## src/rtl/reg_file_pkg.sv

```systemverilog
// reg_file_pkg: shared constants for the multi-read-port register file.
//   - default register width and address width
//   - 32-bit boot image for r0..r6 (all higher registers boot to zero)
//   - reset_value(): boot word for a register index, trimmed to a given width
// Optional feature macro used by the register file: REG_FILE_BYPASS_EN.
package reg_file_pkg;

   localparam int unsigned DefaultDataW = 32;
   localparam int unsigned DefaultAddrW = 5;

   localparam int unsigned BootWords = 7;

   // Index 0 is the hardwired zero register and is listed only for completeness.
   localparam logic [31:0] BootImage [BootWords] = '{
      32'h0000_0000,
      32'h0000_000F,
      32'h0000_000C,
      32'hFF00_00FF,
      32'h0000_0004,
      32'h7000_0000,
      32'hF000_0000
   };

   // Boot word for register idx. Widths below 32 keep only the low bits; wider
   // registers zero-extend at the call site via a width cast.
   function automatic logic [31:0] reset_value(input int unsigned idx, input int unsigned width);
      logic [31:0] word;
      word = 32'h0;
      if (idx < BootWords) begin
         word = BootImage[idx[2:0]];
      end
      if (width < 32) begin
         word = word & ((32'h1 << width) - 32'h1);
      end
      return word;
   endfunction

endpackage

```

## src/rtl/reg_file_rd_port.sv

```systemverilog
// reg_file_rd_port: one registered read port of the register file.
//   clk, rst_n    : clock, asynchronous active-low reset
//   rd_en         : read strobe; when low the data/busy outputs hold
//   rd_addr       : register to read
//   mem, busy     : flattened storage array and pre-edge busy vector
//   wr_en, wr_addr, wr_data, busy_next : write-back snoop and post-update
//                   busy vector (present only with REG_FILE_BYPASS_EN)
//   rd_data       : registered read data
//   rd_busy       : registered scoreboard flag of the address read
//   rd_valid      : one-cycle pulse after an accepted read
module reg_file_rd_port
   import reg_file_pkg::*;
#(
   parameter int unsigned DATA_W = DefaultDataW,
   parameter int unsigned ADDR_W = DefaultAddrW,
   parameter int unsigned DEPTH  = 2 ** ADDR_W
) (
   input  logic                          clk,
   input  logic                          rst_n,
   input  logic                          rd_en,
   input  logic [ADDR_W-1:0]             rd_addr,
   input  logic [DEPTH-1:0][DATA_W-1:0]  mem,
   input  logic [DEPTH-1:0]              busy,
`ifdef REG_FILE_BYPASS_EN
   input  logic                          wr_en,
   input  logic [ADDR_W-1:0]             wr_addr,
   input  logic [DATA_W-1:0]             wr_data,
   input  logic [DEPTH-1:0]              busy_next,
`endif
   output logic [DATA_W-1:0]             rd_data,
   output logic                          rd_busy,
   output logic                          rd_valid
);

   logic [DATA_W-1:0] data_sel;
   logic              busy_sel;

   logic [DATA_W-1:0] data_q, data_d;
   logic              busy_q, busy_d;
   logic              valid_q;

`ifdef REG_FILE_BYPASS_EN
   logic bypass_hit;

   // r0 is never written, so a write to it must not forward.
   assign bypass_hit = wr_en && (wr_addr != '0) && (wr_addr == rd_addr);

   always_comb begin
      data_sel = mem[rd_addr];
      busy_sel = busy[rd_addr];
      if (bypass_hit) begin
         data_sel = wr_data;
         // Post-update value: cleared by the write unless a same-cycle alloc re-sets it.
         busy_sel = busy_next[rd_addr];
      end
   end
`else
   always_comb begin
      data_sel = mem[rd_addr];
      busy_sel = busy[rd_addr];
   end
`endif

   always_comb begin
      data_d = data_q;
      busy_d = busy_q;
      if (rd_en) begin
         data_d = data_sel;
         busy_d = busy_sel;
      end
   end

   always_ff @(posedge clk or negedge rst_n) begin
      if (!rst_n) begin
         data_q  <= '0;
         busy_q  <= 1'b0;
         valid_q <= 1'b0;
      end else begin
         data_q  <= data_d;
         busy_q  <= busy_d;
         valid_q <= rd_en;
      end
   end

   assign rd_data  = data_q;
   assign rd_busy  = busy_q;
   assign rd_valid = valid_q;

endmodule

```

## src/rtl/reg_file_mp.sv

```systemverilog
// reg_file_mp: multi-read-port register file with boot image, hardwired zero
// register and per-register busy scoreboard.
//   clk, rst_n  : clock, asynchronous active-low reset (reloads boot image)
//   rd_en       : NRD per-port read strobes
//   rd_addr     : NRD packed addresses, port p at [p*ADDR_W +: ADDR_W]
//   rd_data     : NRD packed registered read data
//   rd_busy     : NRD registered busy flags of the addresses read
//   rd_valid    : NRD one-cycle pulses after accepted reads
//   wr_en, wr_addr, wr_data : write-back; commits data and clears busy
//   alloc_en, alloc_addr    : marks a destination busy
//   busy_any    : registered OR of the post-update busy vector
// Compile-time option: define REG_FILE_BYPASS_EN to forward same-cycle
// write-back data (and post-update busy) to reads of the written register.
module reg_file_mp
   import reg_file_pkg::*;
#(
   parameter int unsigned DATA_W = DefaultDataW,
   parameter int unsigned ADDR_W = DefaultAddrW,
   parameter int unsigned NRD    = 2
) (
   input  logic                     clk,
   input  logic                     rst_n,
   input  logic [NRD-1:0]           rd_en,
   input  logic [NRD*ADDR_W-1:0]    rd_addr,
   output logic [NRD*DATA_W-1:0]    rd_data,
   output logic [NRD-1:0]           rd_busy,
   output logic [NRD-1:0]           rd_valid,
   input  logic                     wr_en,
   input  logic [ADDR_W-1:0]        wr_addr,
   input  logic [DATA_W-1:0]        wr_data,
   input  logic                     alloc_en,
   input  logic [ADDR_W-1:0]        alloc_addr,
   output logic                     busy_any
);

   localparam int unsigned DEPTH = 2 ** ADDR_W;

   logic [DEPTH-1:0][DATA_W-1:0] mem_q;
   logic [DEPTH-1:0]             busy_q, busy_d;
   logic                         busy_any_q;
   logic                         wr_live;
   logic                         alloc_live;

   // r0 is hardwired: writes and allocs targeting it are dropped here.
   assign wr_live    = wr_en && (wr_addr != '0);
   assign alloc_live = alloc_en && (alloc_addr != '0);

   // Alloc is applied after the write-back clear so a new producer wins.
   always_comb begin
      busy_d = busy_q;
      if (wr_live) begin
         busy_d[wr_addr] = 1'b0;
      end
      if (alloc_live) begin
         busy_d[alloc_addr] = 1'b1;
      end
   end

   always_ff @(posedge clk or negedge rst_n) begin
      if (!rst_n) begin
         for (int i = 0; i < DEPTH; i++) begin
            mem_q[i] <= DATA_W'(reset_value(i, DATA_W));
         end
         busy_q     <= '0;
         busy_any_q <= 1'b0;
      end else begin
         if (wr_live) begin
            mem_q[wr_addr] <= wr_data;
         end
         busy_q     <= busy_d;
         busy_any_q <= |busy_d;
      end
   end

   assign busy_any = busy_any_q;

   for (genvar p = 0; p < NRD; p++) begin : g_rd
      reg_file_rd_port #(
         .DATA_W (DATA_W),
         .ADDR_W (ADDR_W),
         .DEPTH  (DEPTH)
      ) u_rd_port (
         .clk       (clk),
         .rst_n     (rst_n),
         .rd_en     (rd_en[p]),
         .rd_addr   (rd_addr[p*ADDR_W +: ADDR_W]),
         .mem       (mem_q),
         .busy      (busy_q),
`ifdef REG_FILE_BYPASS_EN
         .wr_en     (wr_en),
         .wr_addr   (wr_addr),
         .wr_data   (wr_data),
         .busy_next (busy_d),
`endif
         .rd_data   (rd_data[p*DATA_W +: DATA_W]),
         .rd_busy   (rd_busy[p]),
         .rd_valid  (rd_valid[p])
      );
   end

endmodule

```

## config.mk

```make
export PLATFORM = sky130hd
export DESIGN_NAME = reg_file_mp
export DESIGN_NICKNAME = d
export VERILOG_FILES = /design/src/rtl/reg_file_pkg.sv /design/src/rtl/reg_file_rd_port.sv /design/src/rtl/reg_file_mp.sv
export SDC_FILE = /design/constraint.sdc
export NUM_CORES = 2
export LEC_CHECK = 0
export BUFFER_PORTS_ARGS = -buffer_cell sky130_fd_sc_hd__buf_2
export CAP_MARGIN = 20
export CELL_PAD_IN_SITES_DETAIL_PLACEMENT = 1
export CELL_PAD_IN_SITES_GLOBAL_PLACEMENT = 2
export CORE_MARGIN = 2
export CORE_UTILIZATION = 50
export DETAILED_ROUTE_END_ITERATION = 12
export PLACE_DENSITY_LB_ADDON = 0.25
export REMOVE_ABC_BUFFERS = 1
export SLEW_MARGIN = 5
export SYNTH_ARGS = -nofsm -noshare
export SYNTH_HDL_FRONTEND = slang
export SYNTH_SLANG_ARGS = --single-unit
```

## constraint.sdc

```tcl
create_clock -name clk -period 3.8 [get_ports clk]
set_input_delay 0.38 -clock clk [delete_from_list [all_inputs] [get_ports clk]]
set_output_delay 0.38 -clock clk [all_outputs]
set_load 0.03 [all_outputs]
```

==> impl_metrics.py <==
metrics = {
    "critical_path": {
        "endpoint_kind": "flop",
        "setup.reg_to_reg.worst_slack_ps": 1720,
        "worstReg2RegEnd": "g_rd[0].u_rd_port.rd_data[28]",
        "crit_type": "primary input to flop",
        "required_ps": 4420,
        "data_arrival_time_of_the_critical_path_ps": 2870,
        "crit_path_start_kind": "primary input",
        "critical_path.max_fanout": 60,
        "worstReg2RegStart": "mem_q[892]",
        "r2r.worst_path.cells": 5,
    },
    "logic_synthesis": {
        "synth_simple_gate_area_share_pct": 2.719,
        "post_synth.cell_area_avg_um2": 14.40,
        "ys_seq_elements": 1125,
        "post_synth_instance_area_mm2": 0.05858,
        "combinational_family_with_the_most_area_after_synthesis": "multiplexers",
        "synth_cell_type_count": 55,
        "synth-warning-count": 0,
        "synth_xor_xnor_area_share_pct": 0,
        "post_synthesis_instance_total": 4069,
        "yosys.area_share.adder_pct": 0,
        "share_of_the_synthesized_area_in_compound_gates_ao_oa_aoi_oai_pct": 4.750,
        "synth.yosys.seq_area_share_pct": 48.12,
        "post_synth_mux_area_share_pct": 40.91,
    },
    "grt": {
        "gr-total-overflow": 0,
        "grt_first_pass_wirelength_mm": 281.8,
        "largest_net_degree_at_the_start_of_global_routing": 130,
        "antenna_violations_before_repair": 3,
        "track_usage_pct": 31.79,
        "vias_in_the_first_global_route": 40830,
    },
    "sta": {
        "worst_pin_slew_ps": 1209,
        "slew_violations": 0,
        "finalWorstPathRequiredPeriod_ps": 2252,
        "setup_ws_ps": 1548,
        "timing.final.crit_share_pct": 59.26,
        "final-setup-viol-count": 0,
        "grt_setup_unrepaired": "no",
        "fmaxAchievable_ghz": 0.4440,
        "timing.slew.headroom_pct": 19.39,
        "fin_setup_tns_ps": 0,
        "final.setup_skew_ps": 33.02,
        "finalHoldViolCount": 0,
    },
    "floorplanning": {
        "effective_utilization_at_floorplan_pct": 50.41,
        "io_pins": 127,
        "fp.coreArea_mm2": 0.1162,
        "die_h_um": 346.3,
        "rows": 125,
        "die_w_um": 346.3,
        "die_area_mm2": 0.1199,
    },
    "hold_path": {
        "worst_hold_path.num_cells": 4,
        "timing.hold.worst.class": "primary input to flop",
        "sink_of_the_worst_hold_path": "busy_q[2]",
        "holdCritStartpoint": "alloc_addr[3]",
    },
    "route": {
        "route.detailed.drc": 0,
        "post_drt_wl_per_cell_um": 33.40,
        "drt-pass1-iter-count": 5,
        "detail_route.vias_per_cell": 6.746,
        "violation_count_after_the_first_detailed_route_iteration": 3310,
        "route.vias.total": 38150,
        "drt.antenna.violating_nets": 0,
        "routed_wl_mm": 188.9,
    },
    "cts": {
        "clock_insertion_delay_worst_skew_ps": 740,
        "clockRootBuffer": "clkbuf_16",
        "tritoncts_clock_tree": "yes",
        "path_clk_slew_ps": 60,
        "cts-buffers-inserted": 131,
        "max-clock-path-buffers": 3,
        "clock_net_sink_count": 1125,
        "htree_levels": 4,
    },
    "final_layout": {
        "final-seq-area_mm2": 0.02819,
        "multi_input_area_mm2": 0.02855,
        "drive_above_1_share_pct": 48.90,
        "most_used_cells_in_the_layout_excluding_fill_and_tap_cells": "dfrtp_1 (1,095), mux2_2 (1,086), mux4_2 (374)",
        "layout.cells.most_common": "dfrtp_1",
        "layout.filler_cells": 10890,
        "final_area_mm2": 0.06539,
        "nets": 4084,
        "areaGrowthSynthToFinish_pct": 11.63,
    },
    "pwr": {
        "p_leak_nw": 28.72,
        "power_density_mw_per_mm2": 550.0,
        "p_total_mw": 35.96,
        "peakVddDrop_mv": 0.5005,
    },
    "flow_run": {
        "max-cap-violations": 0,
    },
    "placement": {
        "place_congestion": 0.8121,
        "placement.io_buffers": 126,
        "dp_slack_ps": 845.3,
        "post-dp-hpwl_mm": 112.7,
        "placed_cell_area_mm2": 0.06101,
    },
    "status": {
        "outcome": "finished, final reports clean",
    },
}
[synthesized netlist by cell type, drive strengths merged]
| library cell | instances | area [µm²] |
|---|---|---|
| a2111o | 1 | 11.26 |
| a211oi | 23 | 172.7 |
| a21bo | 1 | 10.01 |
| a21boi | 1 | 7.510 |
| a21o | 2 | 15.01 |
| a21oi | 42 | 210.2 |
| a221o | 1 | 10.01 |
| a221oi | 23 | 201.4 |
| a22o | 33 | 289.0 |
| a22oi | 88 | 660.6 |
| a311oi | 11 | 96.34 |
| and2 | 7 | 43.79 |
| and3b | 1 | 8.760 |
| and4b | 1 | 10.01 |
| buf | 229 | 1171 |
| clkbuf | 227 | 854.6 |
| dfrtp | 1095 | 27400 |
| dfstp | 30 | 788.3 |
| inv | 7 | 26.27 |
| mux2 | 1092 | 12300 |
| mux2i | 261 | 2613 |
| mux4 | 398 | 9054 |
| nand2 | 124 | 465.5 |
| nand2b | 5 | 31.28 |
| nand3 | 73 | 365.4 |
| nand3b | 2 | 15.01 |
| nand4 | 6 | 37.54 |
| nand4b | 5 | 43.79 |
| nand4bb | 4 | 45.04 |
| nor2 | 25 | 96.35 |
| nor2b | 14 | 87.58 |
| nor3 | 34 | 170.2 |
| nor4 | 4 | 25.02 |
| nor4b | 1 | 15.01 |
| nor4bb | 4 | 40.04 |
| o2111ai | 4 | 35.03 |
| o211ai | 1 | 7.510 |
| o21a | 1 | 7.510 |
| o21ai | 38 | 190.2 |
| o221ai | 1 | 8.760 |
| o22ai | 133 | 832.1 |
| o311ai | 2 | 17.52 |
| or2 | 9 | 56.30 |
| or3 | 3 | 18.77 |
| or3b | 2 | 17.52 |
[what timing repair did]
| action | CTS | global route |
|---|---|---|
| buffers inserted | 0 | 0 |
| gates resized for setup | 0 | 0 |
| hold endpoints to repair | 43 | 0 |
| hold buffers | 2 | 0 |
[critical path: stages]
cell and delay, ps:
buf_8 520, buf_4 540, mux4_1 360, mux2_2 280, a22oi_1 260, a211oi_1 120
mux2_2 320
[worst max-delay path by stage]
| stage | start | end | cells after the start |
|---|---|---|---|
| after floorplan | wr_addr[0] | busy_any | 5 |
| after global placement | rd_addr[1] | g_rd[0].u_rd_port.rd_data[0] | 7 |
| after detailed placement | wr_addr[2] | mem_q[92] | 5 |
| after CTS | rd_addr[1] | g_rd[0].u_rd_port.rd_data[8] | 7 |
| after global routing | wr_addr[2] | mem_q[90] | 5 |
| final | rd_addr[1] | g_rd[0].u_rd_port.rd_data[0] | 7 |
[kinds of logic after synthesis]
group / after synthesis
AOI/OAI and AO/OA: 406
buffers and inverters: 463
DFF: 1125
muxes: 1751
and+or+nand+nor: 324
[report_power, final]
part | internal [mW] | switching [mW]
clock | 7.77 | 5.15
sequential | 14.3 | 1.78
combinational | 3.96 | 3.00
[layout make-up]
cell class	count	area share [%]
Sequential cell	1125	43.11
Clock inverter	41	0.8094
Tap cell	1524	2.916
Antenna cell	2	0.007654
Inverter	7	0.04210
Multi-Input combinational cell	2481	43.66
Clock buffer	195	5.847
Timing Repair Buffer	280	3.613
[through the flow]
stage / utilization [%] / hold slack (ps) / cells
global route: 56.27 / 131.2 / 5653
CTS: 56.27 / 38.51 / 5653
floorplan: - / 84.41 / 3613
detailed placement: 52.50 / 383.3 / 5415
global placement: 52.48 / 376.6 / 5414
finish: 56.27 / 70.07 / 5655
[state kept, by name, indices dropped and copies added, names as in the netlist]
name / flops
g_rd.u_rd_port.rd_valid: 2
g_rd.u_rd_port.rd_busy: 2
mem_q: 1024
busy_q: 32
g_rd.u_rd_port.rd_data: 64
busy_any: 1
[metal layers]
layer | GRT usage (%) | part of all wire [%] | vias up
met2 | 50.52 | 47 | 1261
met3 | 5.162 | 6.0 | 358
li1 | - | - | 15540
met5 | 0 | 0 | -
met4 | 10.46 | 3.2 | 0
met1 | 44.80 | 43 | 20990
Note: power is estimated with default switching activity, not from simulation.
